**config.mk**
```make
export PLATFORM = sky130hd
export DESIGN_NAME = pc_sequencer
export DESIGN_NICKNAME = d
export VERILOG_FILES = /design/src/rtl/pc_sequencer_pkg.sv /design/src/rtl/pc_sequencer_skid_buf.sv /design/src/rtl/pc_sequencer.sv
export SDC_FILE = /design/constraint.sdc
export NUM_CORES = 1
export LEC_CHECK = 0
export ABC_AREA = 1
export CAP_MARGIN = 20
export CELL_PAD_IN_SITES_DETAIL_PLACEMENT = 1
export CELL_PAD_IN_SITES_GLOBAL_PLACEMENT = 1
export CORE_MARGIN = 3
export CORE_UTILIZATION = 37
export DETAILED_ROUTE_END_ITERATION = 6
export PLACE_DENSITY = 0.91
export SETUP_SLACK_MARGIN = 0.1
export SYNTH_ARGS = -nofsm -noshare
export SYNTH_HDL_FRONTEND = slang
export SYNTH_HIERARCHICAL = 1
export SYNTH_SLANG_ARGS = --single-unit
export TNS_END_PERCENT = 10
```
**constraint.sdc**
```tcl
create_clock -name clk -period 2.95 [get_ports clk]
set_input_delay 0.295 -clock clk [delete_from_list [all_inputs] [get_ports clk]]
set_output_delay 0.295 -clock clk [all_outputs]
set_load 0.01 [all_outputs]
```
**src/rtl/pc_sequencer_pkg.sv**
```systemverilog
// Shared encodings for the PC sequencer: EX next-PC ops and fetch FSM states.
package pc_sequencer_pkg;

  localparam logic [2:0] NPC_PLUS4  = 3'b000;
  localparam logic [2:0] NPC_BRANCH = 3'b001;
  localparam logic [2:0] NPC_JUMP   = 3'b010;
  localparam logic [2:0] NPC_JALR   = 3'b100;

  typedef enum logic [1:0] {
    PCS_IDLE  = 2'd0,
    PCS_REQ   = 2'd1,
    PCS_HOLD  = 2'd2,
    PCS_DRAIN = 2'd3
  } pcs_state_e;

  function automatic logic is_redirect(input logic [2:0] op);
    return (op == NPC_BRANCH) || (op == NPC_JUMP) || (op == NPC_JALR);
  endfunction

endpackage

```
**src/rtl/pc_sequencer_skid_buf.sv**
```systemverilog
// One-entry instruction+PC holding register used while IF/ID is stalled.
module fetch_skid_buf (
  input  logic        clk,
  input  logic        rstn,
  input  logic        i_load,
  input  logic        i_pop,
  input  logic        i_clear,
  input  logic [31:0] i_instr,
  input  logic [31:0] i_pc,
  output logic        o_vld,
  output logic [31:0] o_instr,
  output logic [31:0] o_pc
);

  logic        r_vld;
  logic [31:0] r_instr;
  logic [31:0] r_pc;

  // Clear (redirect) wins over a same-cycle load or pop.
  always_ff @(posedge clk or negedge rstn) begin
    if (!rstn) begin
      r_vld   <= 1'b0;
      r_instr <= 32'd0;
      r_pc    <= 32'd0;
    end else if (i_clear) begin
      r_vld <= 1'b0;
    end else if (i_load) begin
      r_vld   <= 1'b1;
      r_instr <= i_instr;
      r_pc    <= i_pc;
    end else if (i_pop) begin
      r_vld <= 1'b0;
    end
  end

  assign o_vld   = r_vld;
  assign o_instr = r_instr;
  assign o_pc    = r_pc;

endmodule

```
**src/rtl/pc_sequencer.sv**
```systemverilog
// Architectural PC owner: sequences imem req/ack fetches, applies EX redirects,
// parks one instruction across IF stalls and drops wrong-path returns.
module pc_sequencer
  import pc_sequencer_pkg::*;
#(
  parameter logic [31:0] RESET_PC = 32'h0000_0000,
  parameter int          CNT_W    = 16
) (
  input  logic             clk,
  input  logic             rstn,
  input  logic [2:0]       npc_op,
  input  logic [31:0]      ex_pc,
  input  logic [31:0]      ex_imm,
  input  logic [31:0]      ex_aluout,
  input  logic             stall_if,
  output logic             imem_req,
  output logic [31:0]      imem_addr,
  input  logic             imem_ack,
  input  logic [31:0]      imem_rdata,
  output logic             if_valid,
  output logic [31:0]      if_instr,
  output logic [31:0]      if_pc,
  output logic             flush_ifid,
  output logic             flush_idex,
  output logic             misalign_err,
  output logic [CNT_W-1:0] redirect_cnt
);

  pcs_state_e       r_state;
  logic [31:0]      r_pc;
  logic             r_misalign;
  logic [CNT_W-1:0] r_cnt;

  logic        w_redir;
  logic [31:0] w_target;
  logic [31:0] w_target_al;
  logic        w_ack_req;
  logic        w_direct;
  logic        w_load;
  logic        w_pop;
  logic        w_buf_vld;
  logic [31:0] w_buf_instr;
  logic [31:0] w_buf_pc;

  assign w_redir     = is_redirect(npc_op);
  assign w_target    = (npc_op == NPC_JALR) ? (ex_aluout & ~32'd1) : (ex_pc + ex_imm);
  assign w_target_al = {w_target[31:2], 2'b00};

  // An acked fetch goes straight to IF/ID only when nothing is stalled or parked.
  assign w_ack_req = (r_state == PCS_REQ) && imem_ack;
  assign w_direct  = !w_redir && w_ack_req && !stall_if && !w_buf_vld;
  assign w_load    = !w_redir && w_ack_req && !w_direct;
  assign w_pop     = !w_redir && (r_state == PCS_HOLD) && !stall_if;

  fetch_skid_buf u_skid (
    .clk     (clk),
    .rstn    (rstn),
    .i_load  (w_load),
    .i_pop   (w_pop),
    .i_clear (w_redir),
    .i_instr (imem_rdata),
    .i_pc    (r_pc),
    .o_vld   (w_buf_vld),
    .o_instr (w_buf_instr),
    .o_pc    (w_buf_pc)
  );

  always_ff @(posedge clk or negedge rstn) begin
    if (!rstn) begin
      r_state    <= PCS_IDLE;
      r_pc       <= RESET_PC;
      r_misalign <= 1'b0;
      r_cnt      <= '0;
    end else begin
      r_misalign <= w_redir && (w_target[1:0] != 2'b00);
      if (w_redir && (r_cnt != {CNT_W{1'b1}}))
        r_cnt <= r_cnt + 1'b1;
      case (r_state)
        PCS_IDLE: begin
          if (w_redir) r_pc <= w_target_al;
          r_state <= PCS_REQ;
        end
        PCS_REQ: begin
          if (w_redir) begin
            r_pc    <= w_target_al;
            r_state <= imem_ack ? PCS_REQ : PCS_DRAIN;
          end else if (imem_ack) begin
            r_pc    <= r_pc + 32'd4;
            r_state <= w_load ? PCS_HOLD : PCS_REQ;
          end
        end
        PCS_HOLD: begin
          if (w_redir) begin
            r_pc    <= w_target_al;
            r_state <= PCS_REQ;
          end else if (!stall_if) begin
            r_state <= PCS_REQ;
          end
        end
        PCS_DRAIN: begin
          // The stale return is swallowed here; pc already tracks the newest target.
          if (w_redir) r_pc <= w_target_al;
          if (imem_ack) r_state <= PCS_REQ;
        end
        default: r_state <= PCS_IDLE;
      endcase
    end
  end

  always_comb begin
    if_instr = 32'd0;
    if_pc    = 32'd0;
    if (w_direct) begin
      if_instr = imem_rdata;
      if_pc    = r_pc;
    end else if (w_pop) begin
      if_instr = w_buf_instr;
      if_pc    = w_buf_pc;
    end
  end

  assign if_valid     = w_direct || w_pop;
  assign imem_req     = (r_state == PCS_REQ);
  assign imem_addr    = r_pc;
  assign flush_ifid   = w_redir;
  assign flush_idex   = w_redir;
  assign misalign_err = r_misalign;
  assign redirect_cnt = r_cnt;

endmodule

```
Yosys cells after proc, flatten, opt, wreduce, memory -nomap -nowiden:

Cells that the tools add are included.

* input bits: 135
* flip-flop bits (word level): 116
* word-level logic and storage cells: 65
* output and inout port bits: 117

* reduce and logical (&&, ||, !) cells: 23
* eq/ne operators: 11
* bitwise logic cells: 1
* add/sub/neg operators: 3
* mux-type cells: 20

Operators by type and width (number)
* 32-bit two-way mux: 8
* 32-bit one-hot mux with 2 select lines: 1
* 32-bit by 3-bit adder with 32-bit output, second input constant: 1
* 32-bit adder: 1
* 16-bit by 1-bit adder with 16-bit output, second input constant: 1
* 16-bit inequality test, second input constant: 1
* 2-bit two-way mux: 7
* 1-bit logical AND: 9
* 2-bit one-hot mux with 4 select lines: 1
* 2-bit equality test, second input constant: 2
* 1-bit zero test: 4
* 2-bit AND reduction: 2
* 3-bit by 1-bit equality test with 1-bit output, second input constant: 1
* 3-bit by 2-bit equality test with 1-bit output, second input constant: 1
* 3-bit equality test, second input constant: 1
* 1-bit logical OR: 3
* 1-bit two-way mux: 3
* 3-bit by 1-bit inequality test with 1-bit output, second input constant: 1
* 3-bit inequality test, second input constant: 1
* 3-bit AND reduction: 1
* 3-bit nonzero test: 1
* 3-bit OR reduction: 1
* 2-bit by 1-bit equality test with 1-bit output, second input constant: 1
* 2-bit zero test: 1
* other kinds (4): 4

Logic depth before layout (Yosys ltp):

* depth in word-level cells: 13
* depth in mapped cells: 15

Cells and area by module:

The synthesis kept the hierarchy.

Modules (own cells, without submodules)
* pc_sequencer: times used 1, area each 6862.8 µm², cells each 1193, seq. area each 1226.2 µm²
* fetch_skid_buf: times used 1, area each 2587.5 µm², cells each 283, seq. area each 1626.6 µm²

Worst setup path after synthesis:

Ideal clock, no wire load.

* path type: input port to flip-flop
* from: input port ex_pc[0]
* to: register r_pc[20], in the netlist imem_addr[20]
* path buffers: 0
* library setup time: 0.116 ns
* cell stages on the path: 12
* slack: 1.094 ns
* arrival: 1.740 ns
* cell sequence: ha_1 > fa_1 > nand3_1 > nand3_1 > nand3_1 > nand3_1 > nand2_1 > nand3_1 > nand3_1 > nand3_1 > nand2_1 > nand2_1

* word-level cells in the longest chain between the ends: 4
* elaborated cells on any way between the ends: 5
* classes of those cells: add/sub: 1; mux: 4

Ends and longest elaborated chain
* start, declared: RTL line pc_sequencer.sv:12 `input logic [31:0] ex_pc,`
* 32-bit adder *: RTL line pc_sequencer.sv:46 `assign w_target = (npc_op == NPC_JALR) ? (ex_aluout & ~32'd1) : (ex_pc + ex_imm);`
* 32-bit two-way mux *: RTL line pc_sequencer.sv:46
* 32-bit two-way mux, on equally long branches
* 32-bit one-hot mux with 2 select lines *: RTL line pc_sequencer.sv:78 `case (r_state)`
* end signal, assigned: RTL line pc_sequencer.sv:80 `if (w_redir) r_pc <= w_target_al;`
* end signal, assigned: RTL line pc_sequencer.sv:94 `r_pc <= w_target_al;`
* end signal, assigned: RTL line pc_sequencer.sv:102 `if (w_redir) r_pc <= w_target_al;`
* end, declared: RTL line pc_sequencer.sv:30 `logic [31:0] r_pc;`

Every way passes the cells marked *; elsewhere a longest branch is shown, timed or not. The select of a mux whose other input is x is not followed.
A chain may end at the register's enable or synchronous reset.

Worst setup path in the final report:

* from: register r_state[1]
* to: output port if_pc[5]

* word-level cells in the longest chain between the ends: 6
* elaborated cells on any way between the ends: 10
* classes of those cells: eq/ne: 2; mux: 2; reduce/logical: 6

Ends and longest elaborated chain
* start, declared: RTL line pc_sequencer.sv:29 `pcs_state_e r_state;`
* start signal, assigned: RTL line pc_sequencer.sv:86 `r_state <= imem_ack ? PCS_REQ : PCS_DRAIN;`
* start signal, assigned: RTL line pc_sequencer.sv:89 `r_state <= w_load ? PCS_HOLD : PCS_REQ;`
* 2-bit by 1-bit equality test with 1-bit output: RTL line pc_sequencer.sv:50 `assign w_ack_req = (r_state == PCS_REQ) && imem_ack;`
* 1-bit logical AND: RTL line pc_sequencer.sv:50
* 1-bit logical AND (3 in a row): RTL line pc_sequencer.sv:51 `assign w_direct = !w_redir && w_ack_req && !stall_if && !w_buf_vld;`
* 32-bit two-way mux *: RTL line pc_sequencer.sv:113 `if (w_direct) begin`
* end, declared: RTL line pc_sequencer.sv:22 `output logic [31:0] if_pc,`

Every way passes the cells marked *; elsewhere a longest branch is shown, timed or not.

==> impl_metrics.csv <==
group,metric,value,unit
worst_setup_path,worstReg2RegStart,"r_state[1]",
synth,synth.top_cell.area_share,30.19,%
global_route,grt_max_degree,62,
worst_setup_path,cpPeakStageDelay,0.58,ns
worst_setup_path,crit_fanout,17,
worst_setup_path,crit_top_cell,"nand2_2",
layout,final_util,52.00,%
floorplan,io_pins,252,
place,hpwl,27.80,mm
route,remaining_drc_errors,0,
synth,post-synth-top-area-cell,"dfrtp_1",
global_route,grt_overflow,0,
cts,clk_latency,0.42,ns
floorplan,initial_core_util,38.30,%
timing,slew_viol_final,0,
worst_setup_path,critPathLaunchType,"flip-flop",
timing,min_period,2.859,ns
cts,root_buffer,"clkbuf_16",
synth,synth-simple-area-share,40.79,%
synth,synth_warnings,6,
worst_setup_path,endpoint_kind,"output port",
worst_setup_path,arrival,2.56,ns
power,power_leakage,6.425,nW
timing,rsz0062_at_grt,"true",
cts,tritoncts,"yes",
place,io_buffers,248,
place,place_inst,2015,
cts,cts_htree_levels,4,
timing,fin_skew,0.01196,ns
synth,ys_seq_elements,114,
layout,fillerInstances,3218,
floorplan,core,24680,µm²
global_route,antenna_found_initial,0,
place,gp_congestion,0.9264,
route,num_vias,11150,
timing,hold_viol,0,
worst_setup_path,crit_required,2.65,ns
synth,syn_area,9450,µm²
worst_setup_path,rrSetupSlack,0.63,ns
layout,antenna_cells,0,
route,wirelength,37.36,mm
synth,seq_area_frac_synth,30.19,%
floorplan,die_y,165.8,µm
worst_setup_path,path_class,"reg -> out",
synth,synth_compound_area_share,10.68,%
timing,worst_slew_pin_slew,0.6206,ns
worst_setup_path,r2r_cells,13,
worst_setup_path,crit_buf_inv,3,
synth,synth_top_family_by_area,"simple AND/OR/NAND/NOR gates",
worst_setup_path,cp_slowest_cell,"clkdlybuf4s50_1",
route,wire_per_inst,18.26,µm
layout,drive_gt1_share,6.272,%
synth,synth_xor_area_share,2.595,%
cts,clk_path_buf_depth,2,
global_route,grt_pass1_vias,11320,
worst_setup_path,path_cells,"inv_2 > nand2_2 > nor2_4 > nand2_2 > nor2_8 > nand2_2 > buf_6 > o21ai_0 > clkdlybuf4s50_1",
synth,synth-adder-area-share,4.581,%
layout,layout.cells.non_filler,2046,
layout,finalNetCount,1880,
global_route,grt_pass1_wl,59.20,mm
route,vias_per_cell,5.451,
route,drtAntennaViolNets,0,
synth,synth_area_leaders,"dfrtp_1 30%, nand2_1 23%, nand3_1 8.2%, inv_1 6.9%, ha_1 4.4%",
route,first_pass_iters,5,
cts,post_cts_buffers,0,
cts,clkTransAtPathRegs,0.06,ns
floorplan,dieArea,27490,µm²
cts,clock_sink_count,114,
power,ir_worst_vdd,0.0003769,V
timing,fin_tns_setup,0,ns
worst_setup_path,r2r_end,"u_skid/o_pc[17]",
floorplan,rows,57,
job,cap_violations,0,
floorplan,die_w,165.8,µm
power,power,9.466,mW
global_route,grt_usage,25.93,%
timing,fmax,349.8,MHz
worst_hold_path,min_path_type,"in -> async",
synth,synthMuxAreaShare,0,%
timing,setup_viol,0,
power,powerDensity,737.7,nW/µm²
synth,syn_inst,1476,
route,first_iter_violations,797,
synth,avgSynthCellArea,6.403,µm²
layout,area_growth,35.77,%
timing,slew_headroom,58.25,%
status,status,"finished clean",
timing,period_share,96.91,%
worst_setup_path,crit_family,"buffers and inverters",
cts,cts_buffers,17,
synth,ys_types,48,
==> report_power, final <==
part,internal (mW),switching (mW)
Clock,1.18,0.738
Combinational,1.77,2.64
Sequential,2.27,0.866
Total,5.23,4.24
==> kinds of logic after synthesis <==
logic type / after synthesis
AOI/OAI and AO/OA: 159
adders and majority gates: 34
DFF: 114
and+or+nand+nor: 891
buffers and inverters: 249
other: 1
xor gates and xnor gates: 28
==> area by class of cell <==
cell class	instances	area [µm²]	area share [%]
Inverter	191	718.2	5.597
Sequential cell	114	2853	22.23
Timing Repair Buffer	271	2745	21.39
Clock buffer	20	456.7	3.559
Multi-Input combinational cell	1116	5565	43.37
Tap cell	324	405.4	3.159
Clock inverter	10	87.58	0.6826
==> flip-flops by register name, summed over array words and instances, names as in the netlist <==
signal and flops:
misalign_err 1, u_skid/o_vld 1, u_skid/o_pc 32, r_state 2, imem_addr 30, u_skid/o_instr 32, redirect_cnt 16
==> routing by layer <==
metal / share of wire [%] / wire length [µm] / track usage, % / vias to the layer above
met3: 5.0 / 1885 / 3.856 / 66
met4: 2.9 / 1077 / 8.174 / 0
met5: 0 / 0 / 0 / -
met1: 43 / 15880 / 32.91 / 5483
li1: - / - / - / 5192
met2: 50 / 18510 / 45.53 / 412
==> timing repair <==
item,in CTS,in global routing
endpoints found under the setup margin,55,59
hold buffers,1,0
endpoints found under the hold margin,14,0
gates resized for setup,4,5
==> synth_stat cells, drive strengths merged <==
| cell type | instances |
|---|---|
| buf | 47 |
| and2 | 2 |
| nand3 | 158 |
| fa | 1 |
| inv | 188 |
| and3 | 1 |
| nor4 | 3 |
| clkinv | 3 |
| clkbuf | 11 |
| o21bai | 2 |
| xor2 | 20 |
| a31oi | 3 |
| o21ai | 62 |
| conb | 1 |
| nor3 | 19 |
| or2 | 4 |
| nand2 | 584 |
| nand4 | 19 |
| ha | 33 |
| nor2 | 94 |
| a21oi | 49 |
| nor3b | 2 |
| a21o | 1 |
| o211ai | 7 |
| o221ai | 1 |
| nand3b | 5 |
| dfrtp | 114 |
| a32o | 34 |
| xnor2 | 8 |
==> worst max path at each step <==
| stage | startpoint | end | slack (ns) | cells after the start |
|---|---|---|---|---|
| 4_1_cts | r_state[1] | if_instr[17] | 0.11 | 8 |
| 5_1_grt | r_state[1] | if_pc[22] | -0.04 | 9 |
| 3_5_place_dp | npc_op[0] | if_pc[8] | 0.09 | 12 |
| 6_report | r_state[1] | if_pc[5] | 0.09 | 9 |
| 2_1_floorplan | ex_pc[0] | imem_addr[20] | 1.09 | 12 |
| 3_3_place_gp | npc_op[0] | if_pc[8] | 0.16 | 12 |
==> worst reg2reg max path: stages, from the launching register on <==
cell and delay (ns):
dfrtp_1 0.41, inv_2 0.09, nand2_2 0.13, nor2_4 0.15
nand2_2 0.11, nor2_8 0.12, nand2_2 0.16, buf_4 0.20
nand3_1 0.08, inv_2 0.15, nand2_2 0.15, buf_12 0.24
nand2_1 0.13, nand2_1 0.13
==> per-stage QoR <==
step / worst slack [ns] / hold WS, ns / instance area (µm²)
final: 0.09113 / 0.2776 / 12830
after global placement: 0.1601 / 0.1694 / 12250
after detailed placement: 0.09027 / 0.1697 / 12250
after global routing: -0.03817 / 0.3057 / 12830
after CTS: 0.1084 / 0.2789 / 12810
after floorplan: 1.094 / -0.0005911 / 9462
==> cells in the final DEF, fill, tap and decap left out, types with 4 or more instances in the layout <==
cell type,Yosys,layout
a21oi_1,49,49
a32o_1,34,34
buf_12,0,6
buf_4,15,15
clkbuf_16,0,17
clkdlybuf4s50_1,0,244
clkinv_2,1,5
clkinvlp_4,0,5
conb_1,1,4
dfrtp_1,114,114
ha_1,33,33
inv_1,173,173
inv_2,15,15
nand2_1,573,572
nand2_2,8,9
nand3_1,155,155
nand3b_1,5,5
nand4_1,18,18
nor2_1,77,77
nor2_2,9,8
nor2_4,6,7
nor3_1,17,17
o211ai_1,7,7
o21ai_0,40,39
o21ai_1,19,20
xnor2_1,8,8
xor2_1,20,20
No activity file was read; power rests on OpenSTA's default activity.
